<file path="src/rtl/fsm_state_monitor.sv">
// Passive checker for a 3-bit producer state-code stream: syncs on the idle code,
// flags encoding/transition/stall faults, counts them and locks out until cleared.
module fsm_state_monitor #(
    parameter int unsigned STALL_LIMIT = 8,
    parameter int unsigned MAX_ERRORS  = 3,
    parameter int unsigned CNT_W       = 4
) (
    input  logic             clk,
    input  logic             rst_n,
    input  logic [2:0]       state_code,
    input  logic             code_valid,
    input  logic             clr_req,
    output logic             clr_ack,
    output logic             in_sync,
    output logic             locked,
    output logic             fault,
    output logic [1:0]       fault_type,
    output logic [CNT_W-1:0] err_count,
    output logic [1:0]       last_code
);

    localparam int unsigned HOLD_W = 8;

    typedef enum logic [1:0] {
        ST_SYNC   = 2'd0,
        ST_TRACK  = 2'd1,
        ST_LOCKED = 2'd2
    } state_t;

    localparam logic [1:0] FT_NONE  = 2'd0;
    localparam logic [1:0] FT_ENC   = 2'd1;
    localparam logic [1:0] FT_TRANS = 2'd2;
    localparam logic [1:0] FT_STALL = 2'd3;

    state_t            state_q, state_d;
    logic [HOLD_W-1:0] hold_q, hold_d;
    logic              clr_ack_d, in_sync_d, locked_d, fault_d;
    logic [1:0]        fault_type_d, last_code_d;
    logic [CNT_W-1:0]  err_d;

    logic              clr_go;
    logic [1:0]        code2;
    logic [1:0]        succ_code;
    logic [CNT_W-1:0]  err_inc;
    logic              fault_hit;
    logic [1:0]        fault_kind;

    // State and registered outputs
    always_ff @(posedge clk or negedge rst_n) begin
        if (!rst_n) begin
            state_q    <= ST_SYNC;
            hold_q     <= '0;
            clr_ack    <= 1'b0;
            in_sync    <= 1'b0;
            locked     <= 1'b0;
            fault      <= 1'b0;
            fault_type <= FT_NONE;
            err_count  <= '0;
            last_code  <= 2'd0;
        end else begin
            state_q    <= state_d;
            hold_q     <= hold_d;
            clr_ack    <= clr_ack_d;
            in_sync    <= in_sync_d;
            locked     <= locked_d;
            fault      <= fault_d;
            fault_type <= fault_type_d;
            err_count  <= err_d;
            last_code  <= last_code_d;
        end
    end

    // Next-state, sample classification and output update
    always_comb begin
        state_d      = state_q;
        hold_d       = hold_q;
        clr_ack_d    = clr_ack;
        fault_d      = 1'b0;
        fault_type_d = fault_type;
        err_d        = err_count;
        last_code_d  = last_code;
        fault_hit    = 1'b0;
        fault_kind   = FT_NONE;

        code2     = state_code[1:0];
        succ_code = last_code + 2'd1;
        err_inc   = (err_count == {CNT_W{1'b1}}) ? err_count : err_count + CNT_W'(1);
        clr_go    = clr_req && !clr_ack;

        if (clr_go) begin
            // A new clear request beats any sample arriving on the same edge
            clr_ack_d    = 1'b1;
            err_d        = '0;
            fault_type_d = FT_NONE;
            hold_d       = '0;
            state_d      = ST_SYNC;
        end else begin
            clr_ack_d = clr_ack && clr_req;
            if (code_valid) begin
                case (state_q)
                    ST_SYNC: begin
                        if (state_code == 3'd0) begin
                            state_d     = ST_TRACK;
                            last_code_d = 2'd0;
                            hold_d      = HOLD_W'(1);
                        end
                    end
                    ST_TRACK: begin
                        if (state_code[2]) begin
                            fault_hit  = 1'b1;
                            fault_kind = FT_ENC;
                        end else if (code2 != last_code && code2 != succ_code && code2 != 2'd0) begin
                            fault_hit  = 1'b1;
                            fault_kind = FT_TRANS;
                        end else if (code2 == last_code && last_code != 2'd0 &&
                                     hold_q == HOLD_W'(STALL_LIMIT)) begin
                            fault_hit  = 1'b1;
                            fault_kind = FT_STALL;
                        end else begin
                            last_code_d = code2;
                            if (code2 == last_code) begin
                                hold_d = (hold_q == {HOLD_W{1'b1}}) ? hold_q : hold_q + HOLD_W'(1);
                            end else begin
                                hold_d = HOLD_W'(1);
                            end
                        end

                        if (fault_hit) begin
                            fault_d      = 1'b1;
                            fault_type_d = fault_kind;
                            err_d        = err_inc;
                            state_d      = (err_inc >= CNT_W'(MAX_ERRORS)) ? ST_LOCKED : ST_SYNC;
                        end
                    end
                    ST_LOCKED: begin
                        state_d = ST_LOCKED;
                    end
                    default: begin
                        state_d = ST_SYNC;
                    end
                endcase
            end
        end

        in_sync_d = (state_d == ST_TRACK);
        locked_d  = (state_d == ST_LOCKED);
    end

endmodule

</file>
<file path="config.mk">
export PLATFORM = sky130hd
export DESIGN_NAME = fsm_state_monitor
export DESIGN_NICKNAME = d
export VERILOG_FILES = /design/src/rtl/fsm_state_monitor.sv
export SDC_FILE = /design/constraint.sdc
export NUM_CORES = 1
export LEC_CHECK = 0
export ABC_AREA = 1
export CORE_MARGIN = 2
export CORE_UTILIZATION = 45
export CTS_CLUSTER_DIAMETER = 30
export DETAILED_ROUTE_END_ITERATION = 10
export PLACE_DENSITY = 0.75
export SYNTH_ARGS = -nofsm -noshare
export SYNTH_HDL_FRONTEND = slang
export SYNTH_SLANG_ARGS = --single-unit
</file>
<file path="constraint.sdc">
create_clock -name clk -period 4.4 [get_ports clk]
set_input_delay 0.88 -clock clk [delete_from_list [all_inputs] [get_ports clk]]
set_output_delay 0.88 -clock clk [all_outputs]
set_load 0.01 [all_outputs]
</file>
Word level (Yosys, flattened, before mapping)
Cells that the tools add are included.
{ "totals": {"ff_bits": 22, "output_inout_bits": 12, "wordCells": 95} }
{ "classes": {"addsub": 3, "magnitude_cmp": 1, "eq_ne": 19, "muxes": 43, "bitwise_logic": 1, "n_reduce_logical": 19} }
{ "ops": {"columns": ["cell", "count"], "rows": [
  ["two-way mux 8 bit", 8],
  ["two-way mux 2 bit", 16],
  ["two-way mux 4 bit", 5],
  ["case mux 8 bit (2 select lines)", 1],
  ["AND reduction 7 bit", 2],
  ["!= test 3 bit (second input constant)", 4],
  ["nonzero test 2 bit", 6],
  ["two-way mux 1 bit", 11],
  ["adder 8 x 1 -> 8 bit (second input constant)", 1],
  ["equality test 8 x 4 -> 1 bit (second input constant)", 1],
  ["equality test 8 bit (second input constant)", 1],
  ["!= test 2 bit (second input constant)", 4],
  ["logical AND 1 bit", 6],
  ["case mux 2 bit (3 select lines)", 1],
  ["adder 4 x 1 -> 4 bit (second input constant)", 1],
  ["equality test 2 x 1 -> 1 bit (second input constant)", 2],
  ["equality test 2 bit (second input constant)", 2],
  ["equality test 4 bit (second input constant)", 1],
  ["greater-or-equal comparator 4 x 2 -> 1 bit (second input constant)", 1],
  ["!= test 2 bit", 2],
  ["!= test 4 bit (second input constant)", 1],
  ["case mux 2 bit (2 select lines)", 1],
  ["logical NOT 3 bit", 1],
  ["AND reduction 3 bit", 1],
  ["other kinds (6)", 6]
]} }

Logic depth before layout (Yosys ltp)
Gate-level depths: netlist of run 1.
{ "depth": {"depth_word": 14, "ltp_mapped": 14} }

Worst setup path before layout of run 1
No wires, ideal clock.
{ "synth_timing": {"path_kind": "input -> register", "start": "input port state_code[0]", "end": "register last_code[0]", "setup_ns": 0.118, "arrival_time_ns": 1.729, "t_required_ns": 4.282, "setup_slack_ns": 2.553, "path_stages": 12, "n_path_buf": 0, "path_cell_list": "inv_1 nand2_1 nand2_2 nand2_1 nand2_1 nor2_2 nand2_2 nand2_1 nor2_2 nand2_1 nand2_1 nand2_1"} }
{ "synth_between": {"elab_chain_len": 5, "elab_cells_between_ends": 17, "cone_classes": "eq/ne: 6; mux: 4; reduce/logical: 7"} }
{ "synth_lines": {"columns": ["element", "line_no", "source"], "rows": [
  ["start: declaration", "10", "input logic [2:0] state_code,"],
  ["equality test 2 bit / != test 2 bit (equally long branches)", "115, 112", null],
  ["logical AND 1 bit (on tied branches) (2 in a row)", "115, 112", null],
  ["!= test 2 bit (no line)", null, null],
  ["AND reduction 7 bit (no line)", null, null],
  ["end signal: assignment", "69", "last_code <= last_code_d;"],
  ["end: declaration", "19", "output logic [1:0] last_code"]
]} }
Several ways; a longest one is shown, not always the timed one. The select of a mux whose other input is x is not followed.
A chain may end at the register's enable or synchronous reset.

Final worst setup path of run 1
{ "layout_timing": {"start": "input port clr_req", "end": "register hold_q[3]"} }
{ "layout_between": {"elab_chain_len": 3, "elab_cells_between_ends": 10, "cone_classes": "eq/ne: 5; mux: 1; reduce/logical: 4"} }
{ "layout_lines": {"columns": ["element", "line_no", "source"], "rows": [
  ["start: declaration", "12", "input logic clr_req,"],
  ["logical AND 1 bit *", "88", "clr_go = clr_req && !clr_ack;"],
  ["!= test 4 bit (no line) (tied with other cells)", null, null],
  ["AND reduction 7 bit (no line)", null, null],
  ["end signal: assignment", "62", "hold_q <= hold_d;"],
  ["end: declaration", "36", "logic [HOLD_W-1:0] hold_q, hold_d;"]
]} }
Mark *: on every way between the ends. The rest lies on a longest branch, timed or not.

==> results of run 1 <==
[stage by stage]
stage | power [W] | hold slack, ns | setup WS [ns] | area (um^2) | std cells
final | 0.000471 | 0.533 | 2.04 | 1880 | 298
after global routing | 0.000496 | 0.551 | 1.88 | 1880 | 298
after CTS | 0.000474 | 0.542 | 2.02 | 1880 | 298
after detailed placement | 0.000315 | 0.502 | 1.70 | 1830 | 294
after global placement | 0.000313 | 0.509 | 1.77 | 1830 | 294
after floorplan | 0.000282 | 0.512 | 2.55 | 1610 | 233
[cell families (layout without fill, tap and decap cells)]
group,Yosys count,after routing,share of synthesized area (%)
simple gates,161,161,50.0
fa+ha+maj,4,4,3.12
buf+inv,32,51,7.56
compound gates,14,14,4.99
flops,22,22,34.3
[sequential cells by signal, summed over array words and instances, names as in the netlist]
name / flops
fault: 1
last_code: 2
err_count: 4
hold_q: 8
locked: 1
clr_ack: 1
state_q: 2
fault_type: 2
in_sync: 1
[worst paths after layout]
kind | slack (ns) | startpoint | to
setup reg to reg | 2.65 | last_code[0]$_DFFE_PN0P_ | hold_q[3]$_DFFE_PN0P_
setup / recovery | 2.04 | clr_req | hold_q[3]$_DFFE_PN0P_
max in group asynchronous | 2.69 | rst_n | clr_ack$_DFF_PN0_
min in group asynchronous | 1.09 | rst_n | hold_q[5]$_DFFE_PN0P_
hold / removal | 0.53 | fault_type[1]$_DFFE_PN0P_ | fault_type[1]$_DFFE_PN0P_
hold reg to reg | 0.53 | fault_type[1]$_DFFE_PN0P_ | fault_type[1]$_DFFE_PN0P_
[placed cells by master, fill, tap and decap left out]
master / n
a21oi_1: 3
a21oi_2: 2
bufinv_16: 1
clkbuf_4: 3
clkdlybuf4s50_1: 18
dfrtp_1: 22
ha_1: 4
inv_1: 24
inv_2: 5
nand2_1: 74
nand2_2: 6
nand2_4: 2
nand3_1: 33
nand3_2: 2
nand4_1: 6
nand4_2: 1
nor2_1: 18
nor2_2: 4
nor2_4: 4
nor2_8: 2
nor3_1: 5
nor3b_1: 2
o21ai_0: 6
o21ai_1: 2
o31ai_1: 1
or2_2: 2
[Yosys cell counts (4+ instances only)]
library cell | count | area share, %
nand2_1 | 74 | 17
nand3_1 | 33 | 10
inv_1 | 24 | 5.6
dfrtp_1 | 22 | 34
nor2_1 | 18 | 4.2
nand2_2 | 6 | 2.3
nand4_1 | 6 | 2.3
o21ai_0 | 6 | 1.9
inv_2 | 5 | 1.2
nor3_1 | 5 | 1.6
ha_1 | 4 | 3.1
nor2_2 | 4 | 1.6
nor2_4 | 4 | 2.8
[critical path, delay by kind of cell]
kind | cells | cell delay [ns]
and+or+nand+nor | 4 | 0.57
AOI/OAI and AO/OA | 2 | 0.42
buffers and inverters | 3 | 0.76
[routing by layer]
| layer | vias up | global-route usage (%) | share of wire [%] |
|---|---|---|---|
| li1 | 794 | - | - |
| met5 | - | 0 | 0 |
| met1 | 673 | 25.4 | 50 |
| met4 | 0 | 8.70 | 1.6 |
| met2 | 23 | 28.9 | 46 |
| met3 | 4 | 2.14 | 2.2 |
[where the power goes]
part	switching (W)	internal [W]
registers	0.00000848	0.000209
logic	0.0000580	0.0000341
clock network	0.0000685	0.0000921
total	0.000135	0.000336
[final cells by class]
| type | instances | area, um^2 |
|---|---|---|
| flip-flops and latches | 22 | 551 |
| multi-input cells | 179 | 933 |
| clock inverters | 1 | 30.0 |
| clock buffers | 3 | 22.5 |
| fillers | 315 | 1510 |
| inverters | 29 | 109 |
| well taps | 46 | 57.6 |
| repair buffers | 18 | 180 |
==> impl_results.md, run 1 <==
- Status: complete, no violations
- Final Skew: 0.00570 ns
- Number of flops mapped to enable cells by yosys: 0
- Initial antenna violation count: 0
- Core Area: 0.00339 mm^2
- WS Path Type: in2reg
- Fin nets: 264
- Router iterations before antenna repair: 4
- Crit-path max FO: 24
- Peak supply drop: 0.000143 V
- Post-Route WL: 3370 um
- Net count after synthesis: 244
- CP Cell Sequence: clkdlybuf4s50_1, inv_2, nor2_4, inv_2, nand3_1, o31ai_1, a21oi_2, nand3_1, nand2_1
- First DRT Iteration DRCs: 54
- Worst skew pair latency: 0.32 ns
- Setup TNS: 0 ns
- Worst-path clk slew: 0.14 ns
- Horiz. Die Dim: 63.7 um
- Largest net degree at the start of global routing: 25
- Row cnt: 21
- Routed wire per std cell: 11.3 um
- RSZ-0062 raised after global routing: false
- Clock sinks: 22
- Clk buf depth: 2
- Setup violators final: 0
- Root Driver: clkbuf_4
- Cells on Worst Hold Path: 2
- Share of cells above drive strength 1: 13.5%
- Leakage Power: 0.955 nW
- Syn-to-layout area delta: 17.3%
- CP Capture Type: flop
- Mapped cell area: 0.00161 mm^2
- Drt drc: 0
- Slowest stage delay, CP: 0.49 ns
- Die ar.: 0.00406 mm^2
- Setup Buffers After CTS: 0
- Achievable Freq: 423 MHz
- Yosys Warn Count: 0
- Slowest cell on crit path: clkdlybuf4s50_1
- Initial core utilization: 47.4%
- Mapped Cells: 233
- All-layer global routing usage: 18.5%
- Fraction of registers with async set or reset after synthesis: 100%
- GP Congestion: 0.876
- Inserted Diodes: 0
- Most used flip-flop cell after synthesis: dfrtp_1
- Post-route ant nets: 0
- Vias/cell: 5.01
- First-pass GRT wire length: 5950 um
- Syn Area/Cell: 6.89 um^2
- CTS tree: done
- Max cap viols: 0
- Vias: 1494
- Minimum clock period: 2.36 ns
- Final period utilization: 53.7%
- Worst reg-to-reg path cell count: 12
- Cts hold-fix bufs: 0
- Synthesized flop and latch total: 22
- PortBufs: 18
- H-tree depth: 1
- Post-cts sizing count: 0
- Cell variety after synth: 26
- Max-slew violation count: 0
- # IOs: 19
- Arr. time, crit path: 2.63 ns
- Worst slew pin tran: 1.01 ns
- WP data required: 4.67 ns
- Power per cell area: 250 mW/mm^2
- CP Launch Type: input port
- Vias in the first global route: 1367
- Hpwl dp: 2470 um
- Post-layout util: 55.6%
- Slew HR: 32.1%
- Final Hold Violating Endpoints: 0
- Die Y: 63.7 um
- Gr ovfl total: 0
- CTS Buf Count: 3
- Hold Path Class: reg2reg
- Sequential area share after synthesis: 34.3%
No activity file was read; power rests on OpenSTA's default activity.
==> inputs of run 2 (changes only) <==
--- a/config.mk
+++ b/config.mk
@@ -10,7 +10,7 @@
 export CORE_UTILIZATION = 45
 export CTS_CLUSTER_DIAMETER = 30
 export DETAILED_ROUTE_END_ITERATION = 10
-export PLACE_DENSITY = 0.75
+export PLACE_DENSITY = 0.78
 export SYNTH_ARGS = -nofsm -noshare
 export SYNTH_HDL_FRONTEND = slang
 export SYNTH_SLANG_ARGS = --single-unit
==> constraint.sdc (replaced) <==
create_clock -name clk -period 1.95 [get_ports clk]
set_input_delay 0.39 -clock clk [delete_from_list [all_inputs] [get_ports clk]]
set_output_delay 0.39 -clock clk [all_outputs]
set_load 0.01 [all_outputs]
==> run 2 against run 1 <==
Compared with the run above:
- sequential power increased by 120%
- final cell count increased by 5.0%
- highest routed layer unchanged
- critical endpoint is now err_count[3]
- routed wire length decreased by 0.18%
- global-route usage increased by 0.17 points
- combinational power increased to 2.6 times the previous value
==> impl_results.md, run 2 (same netlist as run 1, synthesis figures left out) <==
- Status: complete, no violations
- CP Capture Type: output pin
- Sw frac: 27.8%
- Post-cts sizing count: 0
- WS Path Type: reg2out
- CP Cell Sequence: clkdlybuf4s50_1
- Core Area: 0.00339 mm^2
- PortBufs: 18
- Net Switching: 0.000300 W
- Worst reg-to-reg path cell count: 12
- Achievable Freq: 581 MHz
- First-pass GRT wire length: 6110 um
- Reg power frac: 45.2%
- Fin nets: 279
- Worst-path clk slew: 0.13 ns
- H-tree depth: 1
- Die ar.: 0.00406 mm^2
- Internal power: 0.000779 W
- Clock network fraction of design power: 32.6%
- Setup WS pre-CTS: -0.0538 ns
- Setup violators final: 0
- Hpwl dp: 2620 um
- Worst setup margin: 0.229 ns
- Share of cells above drive strength 1: 18.4%
- Slowest cell on crit path: clkdlybuf4s50_1
- GP Congestion: 0.885
- Slew HR: 80.6%
- CP bufs+invs: 1
- Pwr Total: 0.00108 W
- # IOs: 19
- Horiz. Die Dim: 63.7 um
- Commonest non-fill, non-tap cell in the layout: nand2_1
- Clock sinks: 22
- Minimum clock period: 1.72 ns
- Post-Route WL: 3360 um
- Peak supply drop: 0.000276 V
- Die Y: 63.7 um
- Top reg by flops: hold_q
- First DRT Iteration DRCs: 89
- Final Hold Violating Endpoints: 0
- Drt drc: 0
- Clk buf depth: 2
- Syn-to-layout area delta: 24.3%
- Power per cell area: 541 mW/mm^2
- Worst R2R Start: last_code[1]$_DFFE_PN0P_
- Initial core utilization: 47.4%
- Most frequent cells in the layout: nand2_1 (74), nand3_1 (33), inv_1 (24), dfrtp_1 (22)
- Crit-path max FO: 6
- Critical Path Start: err_count[3]$_DFFE_PN0P_
- WP data required: 1.56 ns
- Initial antenna violation count: 0
- Row cnt: 21
- Max-slew violation count: 0
- Worst skew pair latency: 0.32 ns
- Comb pwr share: 22.2%
- Hold Path Class: in2async
- CTS Buf Count: 3
- Worst slew pin tran: 0.290 ns
- Final Skew: 0.00913 ns
- Root Driver: clkbuf_4
- RSZ-0062 raised after global routing: false
- Max reg flops: 8
- All-layer global routing usage: 18.7%
- Vias: 1549
- Crit path depth: 1
- Arr. time, crit path: 1.33 ns
- Final period utilization: 88.3%
- Post-route ant nets: 0
- Routed wire per std cell: 10.7 um
- Top flop regs: hold_q (8), err_count (4)
- Slowest stage delay, CP: 0.56 ns
- Inserted Diodes: 0
- Gr ovfl total: 0
- Crit path capture: err_count[3]
- CP delay by family, top: buffers and inverters
- Leakage Power: 1.03 nW
- Vias/cell: 4.95
- CP Launch Type: flop
- Max cap viols: 0
- Router iterations before antenna repair: 5
- Cts hold-fix bufs: 0
- CTS tree: done
- Setup Buffers After CTS: 0
- Vias in the first global route: 1455
- Critical R2R Capture: hold_q[0]$_DFFE_PN0P_
- Largest net degree at the start of global routing: 23
- Reg2reg setup slack: 0.26 ns
[run 2: how the worst min path moves through the flow]
stage,slack (ns),end
after global placement,0.51,fault_type[0]$_DFFE_PN0P_
final,0.40,err_count[2]$_DFFE_PN0P_
after detailed placement,0.51,fault_type[0]$_DFFE_PN0P_
after floorplan,0.09,clr_ack$_DFF_PN0_
after global routing,0.41,hold_q[2]$_DFFE_PN0P_
after CTS,0.41,err_count[2]$_DFFE_PN0P_
[run 2: final cells by class]
type	count	area, um^2
well taps	46	57.6
inverters	29	109
repair buffers	33	293
fillers	313	1390
clock buffers	3	22.5
clock inverters	1	30.0
multi-input cells	179	933
flip-flops and latches	22	551
[run 2: metal layers]
layer  wire length (um)  up-vias  global-route usage, %
met5                  0        -                      0
met4                 49        0                   7.34
met3                107        5                   3.21
met2               1550       32                   30.4
met1               1650      696                   24.5
li1                   -      816                      -
[run 2: per-stage QoR]
step | area (um^2) | TNS [ns] | utilization, % | cells | hold slack (ns)
global route | 2000 | 0 | 58.9 | 313 | 0.414
floorplan | 1610 | 0 | - | 233 | 0.0944
global placement | 1940 | -0.145 | 57.3 | 309 | 0.508
finish | 2000 | 0 | 58.9 | 313 | 0.402
CTS | 2000 | 0 | 58.9 | 313 | 0.409
detailed placement | 1940 | -0.359 | 57.3 | 309 | 0.512
[run 2: power by group through the flow]
stage,clock [W],combinational (W),sequential (W)
6_report,0.000352,0.000240,0.000488
3_5_place_dp,0,0.000240,0.000496
5_1_grt,0.000380,0.000269,0.000491
2_1_floorplan,0,0.000135,0.000501
3_3_place_gp,0,0.000237,0.000497
4_1_cts,0.000356,0.000241,0.000488
